$ cat src/rtl/clktick_sync_if.sv
// clktick_sync_if: signal bundle between the slow-clock sources / consumers
// and the clktick_sync receiver.
//   clk_in  [N_CH] : slow divided clocks, asynchronous to the receiver clock
//   err_clr        : one-cycle pulse clearing every sticky error bit
//   tick    [N_CH] : one-cycle strobe per slow-clock rising edge
//   locked  [N_CH] : channel period verified
//   err     [N_CH] : sticky period / stall error
// The master modport is the side that drives clk_in/err_clr and observes
// status; the slave modport is the receiver itself.
interface clktick_sync_if #(
  parameter int N_CH = 4
);
  logic [N_CH-1:0] clk_in;
  logic            err_clr;
  logic [N_CH-1:0] tick;
  logic [N_CH-1:0] locked;
  logic [N_CH-1:0] err;

  modport master (
    output clk_in,
    output err_clr,
    input  tick,
    input  locked,
    input  err
  );

  modport slave (
    input  clk_in,
    input  err_clr,
    output tick,
    output locked,
    output err
  );
endinterface

$ cat src/rtl/clktick_sync.sv
// clktick_sync: receives the ripple divider's slow clocks, resynchronises
// each one into the clk domain, turns every rising edge into a one-cycle
// tick enable and checks the measured period against the expected divide.
//   clk    : master clock (also the divider input)
//   arstn  : asynchronous active-low reset
//   bus    : clktick_sync_if slave (clk_in, err_clr in; tick, locked, err out)
// Every channel is an independent copy of the same synchroniser, arm gate,
// period counter and UNARMED/FIRST/TRACK state machine.
module clktick_sync #(
  parameter int                N_CH        = 4,
  parameter int                SYNC_STAGES = 2,
  parameter int                CNT_W       = 18,
  parameter logic [5*N_CH-1:0] DIV_LOG2    = {5'd5, 5'd16, 5'd8, 5'd9},
  parameter int                TOL         = 1,
  parameter int                LOCK_CNT    = 2
) (
  input logic           clk,
  input logic           arstn,
  clktick_sync_if.slave bus
);

  typedef enum logic [1:0] {
    ST_UNARMED = 2'd0,
    ST_FIRST   = 2'd1,
    ST_TRACK   = 2'd2
  } ch_state_e;

  localparam int                PASS_W   = (LOCK_CNT < 1) ? 1 : $clog2(LOCK_CNT + 1);
  localparam logic [PASS_W-1:0] PASS_MAX = PASS_W'(LOCK_CNT);

  logic [N_CH-1:0] tick_s;
  logic [N_CH-1:0] locked_s;
  logic [N_CH-1:0] err_s;

  assign bus.tick   = tick_s;
  assign bus.locked = locked_s;
  assign bus.err    = err_s;

  for (genvar gi = 0; gi < N_CH; gi++) begin : g_ch
    // Window limits are computed one bit wider than the counter so that the
    // measured period (counter + 1) and the stall limit never wrap.
    localparam int             DIV_C   = int'(DIV_LOG2[5*gi +: 5]);
    localparam logic [CNT_W:0] ONE_C   = {{CNT_W{1'b0}}, 1'b1};
    localparam logic [CNT_W:0] TOL_C   = (CNT_W+1)'(TOL);
    localparam logic [CNT_W:0] NOM_C   = ONE_C << DIV_C;
    localparam logic [CNT_W:0] LO_C    = (NOM_C > TOL_C) ? (NOM_C - TOL_C) : {(CNT_W+1){1'b0}};
    localparam logic [CNT_W:0] HI_C    = NOM_C + TOL_C;
    localparam logic [CNT_W:0] STALL_C = (NOM_C << 1) + TOL_C;

    logic [SYNC_STAGES-1:0] sync_r;
    logic [SYNC_STAGES-1:0] vld_r;
    logic                   prev_r;
    ch_state_e              state_r, state_s;
    logic [CNT_W-1:0]       cnt_r, cnt_s, cnt_inc_s;
    logic [PASS_W-1:0]      pass_r, pass_s;
    logic                   stalled_r, stalled_s;
    logic                   tick_r, locked_r, err_r;
    logic                   locked_nx_s, err_nx_s;
    logic                   sync_val_s, armable_s, edge_s, stall_s, in_win_s;
    logic [CNT_W:0]         period_s;

    assign sync_val_s = sync_r[SYNC_STAGES-1];
    // vld_r tracks which synchroniser stages hold real samples, so the reset
    // value of the flops is never mistaken for an observed low level.
    assign armable_s  = vld_r[SYNC_STAGES-1] & ~sync_val_s;
    assign edge_s     = sync_val_s & ~prev_r & (state_r != ST_UNARMED);
    // The counter is 0 in the tick cycle, so the period is one more.
    assign period_s   = {1'b0, cnt_r} + ONE_C;
    assign in_win_s   = (period_s >= LO_C) && (period_s <= HI_C);
    // Only one stall is reported per silence: stalled_r freezes the counter.
    assign stall_s    = (state_r != ST_UNARMED) && !edge_s && !stalled_r &&
                        ({1'b0, cnt_r} == STALL_C);
    assign cnt_inc_s  = (stalled_r || (&cnt_r)) ? cnt_r : (cnt_r + CNT_W'(1));

    // Synchroniser chain, its sample-valid shadow and the edge history flop.
    always_ff @(posedge clk or negedge arstn) begin
      if (!arstn) begin
        sync_r <= {SYNC_STAGES{1'b0}};
        vld_r  <= {SYNC_STAGES{1'b0}};
        prev_r <= 1'b0;
      end else begin
        sync_r <= {sync_r[SYNC_STAGES-2:0], bus.clk_in[gi]};
        vld_r  <= {vld_r[SYNC_STAGES-2:0], 1'b1};
        prev_r <= sync_val_s;
      end
    end

    // Channel state machine: arm gate, period compare, stall detection.
    always_comb begin
      state_s   = state_r;
      cnt_s     = cnt_r;
      pass_s    = pass_r;
      stalled_s = stalled_r;
      if (bus.err_clr) begin
        err_nx_s = 1'b0;
      end else begin
        err_nx_s = err_r;
      end
      case (state_r)
        ST_UNARMED: begin
          cnt_s = {CNT_W{1'b0}};
          if (armable_s) begin
            state_s = ST_FIRST;
          end else begin
            state_s = ST_UNARMED;
          end
        end
        ST_FIRST: begin
          if (edge_s) begin
            state_s   = ST_TRACK;
            cnt_s     = {CNT_W{1'b0}};
            stalled_s = 1'b0;
          end else if (stall_s) begin
            err_nx_s  = 1'b1;
            pass_s    = {PASS_W{1'b0}};
            stalled_s = 1'b1;
          end else begin
            cnt_s = cnt_inc_s;
          end
        end
        ST_TRACK: begin
          if (edge_s) begin
            cnt_s     = {CNT_W{1'b0}};
            stalled_s = 1'b0;
            if (in_win_s) begin
              if (pass_r != PASS_MAX) begin
                pass_s = pass_r + PASS_W'(1);
              end else begin
                pass_s = pass_r;
              end
            end else begin
              // A failing tick still restarts the counter: it is the new reference.
              err_nx_s = 1'b1;
              pass_s   = {PASS_W{1'b0}};
            end
          end else if (stall_s) begin
            state_s   = ST_FIRST;
            err_nx_s  = 1'b1;
            pass_s    = {PASS_W{1'b0}};
            stalled_s = 1'b1;
          end else begin
            cnt_s = cnt_inc_s;
          end
        end
        default: begin
          state_s   = ST_UNARMED;
          cnt_s     = {CNT_W{1'b0}};
          pass_s    = {PASS_W{1'b0}};
          stalled_s = 1'b0;
        end
      endcase
      locked_nx_s = (pass_s == PASS_MAX);
    end

    // Channel state, counters and registered outputs.
    always_ff @(posedge clk or negedge arstn) begin
      if (!arstn) begin
        state_r   <= ST_UNARMED;
        cnt_r     <= {CNT_W{1'b0}};
        pass_r    <= {PASS_W{1'b0}};
        stalled_r <= 1'b0;
        tick_r    <= 1'b0;
        locked_r  <= 1'b0;
        err_r     <= 1'b0;
      end else begin
        state_r   <= state_s;
        cnt_r     <= cnt_s;
        pass_r    <= pass_s;
        stalled_r <= stalled_s;
        tick_r    <= edge_s;
        locked_r  <= locked_nx_s;
        err_r     <= err_nx_s;
      end
    end

    assign tick_s[gi]   = tick_r;
    assign locked_s[gi] = locked_r;
    assign err_s[gi]    = err_r;
  end

endmodule

$ cat src/flat_wrapper.sv
// flat-port wrapper written by rule: the top's interface ports become plain ports
module clktick_sync_flat 
#(
  parameter int                N_CH        = 4,
  parameter int                SYNC_STAGES = 2,
  parameter int                CNT_W       = 18,
  parameter logic [5*N_CH-1:0] DIV_LOG2    = {5'd5, 5'd16, 5'd8, 5'd9},
  parameter int                TOL         = 1,
  parameter int                LOCK_CNT    = 2
)
  (clk, arstn, bus_clk_in, bus_err_clr, bus_tick, bus_locked, bus_err);
  clktick_sync_if #(.N_CH(N_CH)) bus_i ();
  input logic clk;
  input logic arstn;
  input wire logic [$bits(bus_i.clk_in)-1:0] bus_clk_in;
  input wire logic [$bits(bus_i.err_clr)-1:0] bus_err_clr;
  output wire logic [$bits(bus_i.tick)-1:0] bus_tick;
  output wire logic [$bits(bus_i.locked)-1:0] bus_locked;
  output wire logic [$bits(bus_i.err)-1:0] bus_err;
  assign bus_i.clk_in = bus_clk_in;
  assign bus_i.err_clr = bus_err_clr;
  assign bus_tick = bus_i.tick;
  assign bus_locked = bus_i.locked;
  assign bus_err = bus_i.err;
  clktick_sync #(.N_CH(N_CH), .SYNC_STAGES(SYNC_STAGES), .CNT_W(CNT_W), .DIV_LOG2(DIV_LOG2), .TOL(TOL), .LOCK_CNT(LOCK_CNT)) u_core (.clk(clk), .arstn(arstn), .bus(bus_i));
endmodule
$ cat config.mk
export PLATFORM = sky130hd
export DESIGN_NAME = clktick_sync_flat
export DESIGN_NICKNAME = d
export VERILOG_FILES = /design/src/rtl/clktick_sync_if.sv /design/src/rtl/clktick_sync.sv /design/src/flat_wrapper.sv
export SDC_FILE = /design/constraint.sdc
export NUM_CORES = 1
export LEC_CHECK = 0
export CAP_MARGIN = 5
export CORE_ASPECT_RATIO = 0.5
export CORE_MARGIN = 2
export CORE_UTILIZATION = 40
export CTS_CLUSTER_DIAMETER = 50
export DETAILED_ROUTE_END_ITERATION = 8
export PLACE_DENSITY_LB_ADDON = 0.1
export SLEW_MARGIN = 0
export SYNTH_ARGS = -nofsm -noshare
export SYNTH_HDL_FRONTEND = slang
export SYNTH_SLANG_ARGS = --single-unit
$ cat constraint.sdc
create_clock -name clk -period 5.35 [get_ports clk]
set_input_delay 0.535 -clock clk [delete_from_list [all_inputs] [get_ports clk]]
set_output_delay 0.535 -clock clk [all_outputs]
set_load 0.01 [all_outputs]
==> impl_metrics.csv, run 1 <==
group,metric,value,unit
outcome,status,"completed",
finish,final_core_util,45.1,%
floorplanning,die_y,105,µm
timing,fin_setup_tns,0,ns
timing,worstMarginPinSlew,1.03,ns
timing,min_period,2.98,ns
yosys,synth_top_family_by_area,"simple AND/OR/NAND/NOR gates",
yosys,muxShareOfSynthArea,1.92,%
clock_network,clkTransAtPathRegs,0.06,ns
clock_network,clk_latency,0.43,ns
critical_path,critPathLaunchType,"flop",
worst_hold_path,hp-class,"input port to asynchronous set/reset pin",
yosys,synth_compound_area_share,10.6,%
timing,period_share,55.7,%
placed_design,place_congestion,0.856,
yosys,yosysWarnings,0,
clock_network,cts_root_buf,"clkbuf_16",
clock_network,post_cts_resize_count,0,
pwr,leakagePower,3.65,nW
placed_design,port_buffers,18,
pwr,p_per_area,295,nW/µm²
clock_network,cts_buffer_depth,2,
critical_path,slowest_delay,0.53,ns
yosys,ys_types,81,
clock_network,clock_sinks,118,
global_routing,grt_pass1_wl,30.4,mm
finish,diodes,0,
routing,viasPerCell,5.35,
critical_path,crit_buf_inv,0,
timing,skew,0.00785,ns
run,max_cap_viol_count,0,
critical_path,cp-end-kind,"flop",
timing,finalSetupViolations,0,
floorplanning,rows,36,
yosys,synth-main-ff-cell,"dfrtp_1",
yosys,synth_common_cells,"nor2_1 (119), dfrtp_1 (118), nand2_1 (64)",
finish,nets,927,
yosys,synth_cells,908,
routing,wirelength,17.4,mm
floorplanning,io_pins,19,
yosys,synth_nets,951,
routing,drc_errors,0,
yosys,synth_xor_area_share,9.75,%
clock_network,cts_made_buffers,17,
yosys,synth_async_sr_flop_share,100,%
finish,synthToLayoutAreaGrowth,9.54,%
critical_path,path_max_fanout,11,
floorplanning,fp.dieArea,21400,µm²
yosys,yosysSeqAreaShare,36.5,%
routing,vias,6217,
yosys,netlist_area,8080,µm²
placed_design,dp_hpwl,12.0,mm
routing,final_antenna_net_count,0,
critical_path,crit_family,"simple AND/OR/NAND/NOR gates",
critical_path,cp_slowest_cell,"dfrtp_1",
global_routing,grt_pass1_vias,5900,
yosys,synth_top_cell_by_area,"dfrtp_1",
timing,fmaxAchievable,336,MHz
yosys,synth_fa_ha_area_share,5.57,%
yosys,synth.avg_cell_area,8.90,µm²
clock_network,htree_levels,4,
floorplanning,die_w,205,µm
timing,hold_viol_final,0,
yosys,yosysTopAreaCellShare,36.5,%
routing,drt-initial-drc-count,383,
critical_path,crit_type,"flop to flop",
yosys,synth_edf_count,0,
floorplanning,start_util,41.2,%
global_routing,grt_antenna_before_repair,0,
yosys,ys_ff_latch,118,
yosys,synth.most_common_cell,"nor2_1",
clock_network,cts_tree,"built",
clock_network,holdBufCountCts,0,
timing,slew_violations,0,
timing,rsz0062_at_grt,"false",
routing,firstDrtPassIters,6,
clock_network,post_cts_buffers,0,
global_routing,grt_max_degree,67,
pwr,ir_drop,0.157,mV
routing,drt-wirelength-per-cell,15.0,µm
critical_path,crit_chain,"ha_1 > nand3_1 > nor2_1 > xnor2_1 > nor4b_1 > o22ai_1 > or3_1 > a21oi_1",
critical_path,crit_arrival,3.33,ns
global_routing,gr-total-overflow,0,
yosys,synth.top_cells.by_area,"dfrtp_1 (37%), xor2_1 (6.1%), ha_1 (5.6%)",
yosys,synthSimpleGateAreaFrac,29.3,%
timing,max_slew_margin,30.8,%
global_routing,grt_usage,17.5,%
finish,drive_gt1_share,8.36,%
floorplanning,core,19600,µm²
critical_path,required,5.70,ns
## power by group
| group | total [mW] | leakage [nW] | internal (mW) | switching, mW |
|---|---|---|---|---|
| Clock | 1.16 | 0.285 | 0.721 | 0.435 |
| Combinational | 0.451 | 1.76 | 0.160 | 0.292 |
| Sequential | 1.00 | 1.61 | 0.934 | 0.0689 |
## path summary, 6_finish.rpt
check                                                        to                                start  slack [ns]  cells after the start
setup reg to reg             u_core.g_ch[1].pass_r[0]$_DFF_PN0_  u_core.g_ch[1].cnt_r[0]$_DFFE_PN0P_        2.37                      8
hold reg to reg               u_core.g_ch[0].vld_r[1]$_DFF_PN0_    u_core.g_ch[0].vld_r[0]$_DFF_PN0_        0.34                      0
min in group clk              u_core.g_ch[0].vld_r[1]$_DFF_PN0_    u_core.g_ch[0].vld_r[0]$_DFF_PN0_        0.34                      0
setup / recovery             u_core.g_ch[1].pass_r[0]$_DFF_PN0_  u_core.g_ch[1].cnt_r[0]$_DFFE_PN0P_        2.37                      8
max in group asynchronous  u_core.g_ch[1].cnt_r[12]$_DFFE_PN0P_                                arstn        3.89                      2
hold / removal                u_core.g_ch[0].locked_r$_DFF_PN0_                                arstn        0.22                      1
## cell usage in the layout (no fill, tap or decap), types with 10 or more instances in the layout
cell             Yosys  routed
nor2_1             119     119
dfrtp_1            118     118
nand2_1             64      64
xor2_1              56      56
inv_1               39      39
nand3_1             38      38
nand4_1             38      38
ha_1                36      36
xnor2_1             34      34
a21oi_1             33      33
nor4_1              25      25
and3_1              22      22
nor3_1              22      22
clkbuf_16            0      17
clkdlybuf4s50_1      0      17
and4_1              13      13
o21ai_0             12      12
mux2i_1             11      11
nor2b_1             11      11
nand2b_1            10      10
## cells by family after synthesis
family,count (synthesis)
simple gates,430
flops,118
compound gates,115
buf+inv,103
xor+xnor,90
fa+ha+maj,36
mux,15
other cells,1
## registers in the layout, indices dropped and copies added, names as in the netlist
signal / flops
u_core.g_ch.locked_r: 4
u_core.g_ch.err_r: 4
u_core.g_ch.state_r: 8
u_core.g_ch.sync_r: 8
u_core.g_ch.pass_r: 8
u_core.g_ch.tick_r: 4
u_core.g_ch.vld_r: 2
u_core.g_ch.cnt_r: 72
u_core.g_ch.prev_r: 4
u_core.g_ch.stalled_r: 4
## per-layer routing
layer	up-vias	track usage [%]	part of all wire [%]
met5	-	0	0
met4	0	5.86	1.4
li1	3147	-	-
met1	2993	24.3	52
met2	55	26.4	44
met3	22	4.39	2.7
## stage by stage
stage	hold WS (ns)	instance area [µm²]	setup slack, ns	std cells	power (mW)
global placement	0.332	8260	2.49	1131	1.47
global route	0.281	8850	2.20	1163	2.77
detailed placement	0.335	8260	2.44	1131	1.47
finish	0.216	8850	2.37	1163	2.61
CTS	0.257	8850	2.41	1163	2.66
floorplan	0.239	8080	2.89	908	1.35
## final cells by class
cell class	count	area [µm²]
sequential	118	2950
tap	266	333
multi-input combinational	687	4630
clock inverter	11	124
inverter	39	146
clock buffer	21	470
timing repair buffer	21	200
fill	1948	10800
## worst register-to-register path: stages, from the launching register on
cell	delay, ns
dfrtp_1	0.53
ha_1	0.40
nand3_1	0.25
nor2_1	0.28
xnor2_1	0.19
nor4b_1	0.43
o22ai_1	0.27
or3_1	0.41
a21oi_1	0.15
Power figures use the tool's default switching activity.
==> inputs of run 2 (changes only) <==
clock period = 2.4 ns   (was 5.35 ns; I/O delays follow)
==> impl_metrics.csv, run 2 (synthesis results as in run 1) <==
group,metric,value,unit
floorplanning,io_pins,19,
finish,diodes,0,
finish,largest_register_ffs,72,
floorplanning,start_util,41.2,%
timing,fmaxAchievable,404,MHz
timing,timing.final.ws_setup,-0.0740,ns
critical_path,cp-end-kind,"flop",
global_routing,gr-total-overflow,0,
run,max_cap_viol_count,0,
clock_network,clk_latency,0.42,ns
global_routing,grt_max_degree,46,
routing,drt-wirelength-per-cell,15.0,µm
timing,period_share,103,%
global_routing,grt_usage,19.4,%
critical_path,slowest_delay,0.48,ns
critical_path,cp_slowest_cell,"dfrtp_1",
critical_path,critPathLaunchType,"flop",
timing,slew_violations,0,
routing,firstDrtPassIters,5,
finish,nets,1083,
critical_path,path_max_fanout,7,
outcome,status,"finished with violations",
floorplanning,rows,36,
finish,n_fill_cell,1836,
critical_path,crit_chain,"buf_4 > xnor2_1 > a31oi_4 > nor4_2 > nand4_1 > a2111oi_4 > a31oi_1 > and3b_1",
global_routing,grt_pass1_vias,6869,
placed_design,port_buffers,18,
routing,drt-initial-drc-count,260,
routing,final_antenna_net_count,0,
timing,rsz0062_at_grt,"true",
clock_network,clkTransAtPathRegs,0.06,ns
pwr,ir_drop,0.442,mV
routing,viasPerCell,5.22,
timing,max_slew_margin,55.0,%
clock_network,clock_sinks,118,
clock_network,cts_tree,"built",
floorplanning,die_w,205,µm
finish,final_common_cell,"buf_4",
global_routing,grt_pass1_wl,33.6,mm
clock_network,cts_made_buffers,17,
finish,top_register,"u_core.g_ch.cnt_r",
clock_network,htree_levels,4,
floorplanning,fp.dieArea,21400,µm²
timing,worstMarginPinSlew,0.674,ns
finish,mostFrequentLayoutCells,"buf_4 (148), nor2_1 (116), dfrtp_1 (105), nand2_1 (64), xor2_1 (55)",
critical_path,crit_buf_inv,1,
clock_network,cts_root_buf,"clkbuf_16",
timing,skew,0.00706,ns
pwr,leakagePower,4.56,nW
timing,finalSetupViolations,4,
routing,drc_errors,0,
finish,layoutNonFillerInstCount,1318,
critical_path,crit_family,"compound AO/OA/AOI/OAI gates",
floorplanning,core,19600,µm²
routing,wirelength,19.7,mm
timing,min_period,2.47,ns
floorplanning,die_y,105,µm
outcome,violations,"setup timing",
finish,synthToLayoutAreaGrowth,30.0,%
global_routing,grt_antenna_before_repair,0,
worst_hold_path,hp-class,"input port to flop",
critical_path,crit_type,"flop to flop",
timing,hold_viol_final,0,
finish,drive_gt1_share,27.5,%
critical_path,crit_arrival,2.78,ns
critical_path,required,2.71,ns
routing,vias,6884,
placed_design,place_congestion,0.897,
clock_network,cts_buffer_depth,2,
finish,final_core_util,53.5,%
pwr,p_per_area,626,nW/µm²
placed_design,dp.cells,1265,
placed_design,dp_hpwl,13.9,mm
run 2: cell count changes in the layout (fill, tap and decap cells not counted), moves of 4 or more:
cell | before | now
buf_4 | 4 | 148
dfrtp_1 | 118 | 105
dfrtp_2 | 0 | 13
buf_6 | 0 | 8
ha_1 | 36 | 30
nor3_1 | 22 | 16
nor4_1 | 25 | 20
and3_1 | 22 | 18
and3_4 | 0 | 4
ha_4 | 0 | 4
nor3_4 | 0 | 4
run 2: final cells by class:
cell class / instances / area [µm²] / area share [%]
clock buffers: 23 / 478 / 4.55
clock inverters: 8 / 170 / 1.62
inverters: 39 / 149 / 1.42
multi-input cells: 687 / 4970 / 47.3
flip-flops and latches: 118 / 2970 / 28.3
well taps: 266 / 333 / 3.17
repair buffers: 177 / 1440 / 13.7
run 2: power breakdown:
group / switching, mW / internal, mW / total [mW]
logic: 0.854 / 0.677 / 1.53
clock network: 0.945 / 1.92 / 2.86
registers: 0.0968 / 2.09 / 2.18
total: 1.90 / 4.68 / 6.58
run 2: final timing paths:
path,slack [ns],from,depth (start not counted),end
worst min-delay path,0.25,bus_clk_in[1],1,u_core.g_ch[1].sync_r[0]$_DFF_PN0_
worst max register to register,-0.07,u_core.g_ch[0].cnt_r[5]$_DFFE_PN0P_,8,u_core.g_ch[0].locked_r$_DFF_PN0_
worst max-delay path,-0.07,u_core.g_ch[0].cnt_r[5]$_DFFE_PN0P_,8,u_core.g_ch[0].locked_r$_DFF_PN0_
max in group asynchronous,1.33,arstn,3,u_core.g_ch[3].cnt_r[3]$_DFFE_PN0P_
min in group asynchronous,0.36,arstn,2,u_core.g_ch[0].locked_r$_DFF_PN0_
worst min register to register,0.35,u_core.g_ch[0].vld_r[0]$_DFF_PN0_,0,u_core.g_ch[0].vld_r[1]$_DFF_PN0_
run 2: metal layers:
layer	vias to the layer above	GRT usage (%)	share of wire, %
met5	-	0	0
met4	0	5.96	1.6
met2	66	31.3	47
met3	23	4.39	2.6
met1	3334	25.9	49
li1	3461	-	-
run 2: worst register-to-register path: cells and delay by family, from the launching register on:
family / cells / cell delay (ns)
AOI/OAI and AO/OA: 3 / 0.72
and+or+nand+nor: 3 / 0.70
DFF: 1 / 0.48
xor gates and xnor gates: 1 / 0.26
buffers and inverters: 1 / 0.20
run 2: what timing repair did:
item | 4_1_cts | 5_1_grt
setup buffers | 6 | 15
resized for setup | 22 | 67
setup endpoints to repair | 39 | 36
pin swaps | 9 | 28
hold buffers | 1 | 0
hold endpoints to repair | 39 | 0
run 2: per-stage QoR:
| stage | cell area, µm² | hold WS [ns] | power, mW | setup TNS [ns] | setup slack, ns |
|---|---|---|---|---|---|
| 6_report | 10500 | 0.255 | 6.58 | -0.119 | -0.0740 |
| 5_1_grt | 10500 | 0.248 | 6.95 | -0.839 | -0.168 |
| 4_1_cts | 10100 | 0.233 | 6.50 | 0 | 0.00283 |
| 3_5_place_dp | 9290 | 0.272 | 3.51 | -2.84 | -0.197 |
| 3_3_place_gp | 9290 | 0.267 | 3.50 | -1.46 | -0.112 |
| 2_1_floorplan | 8080 | -0.0556 | 3.01 | 0 | 0.0288 |
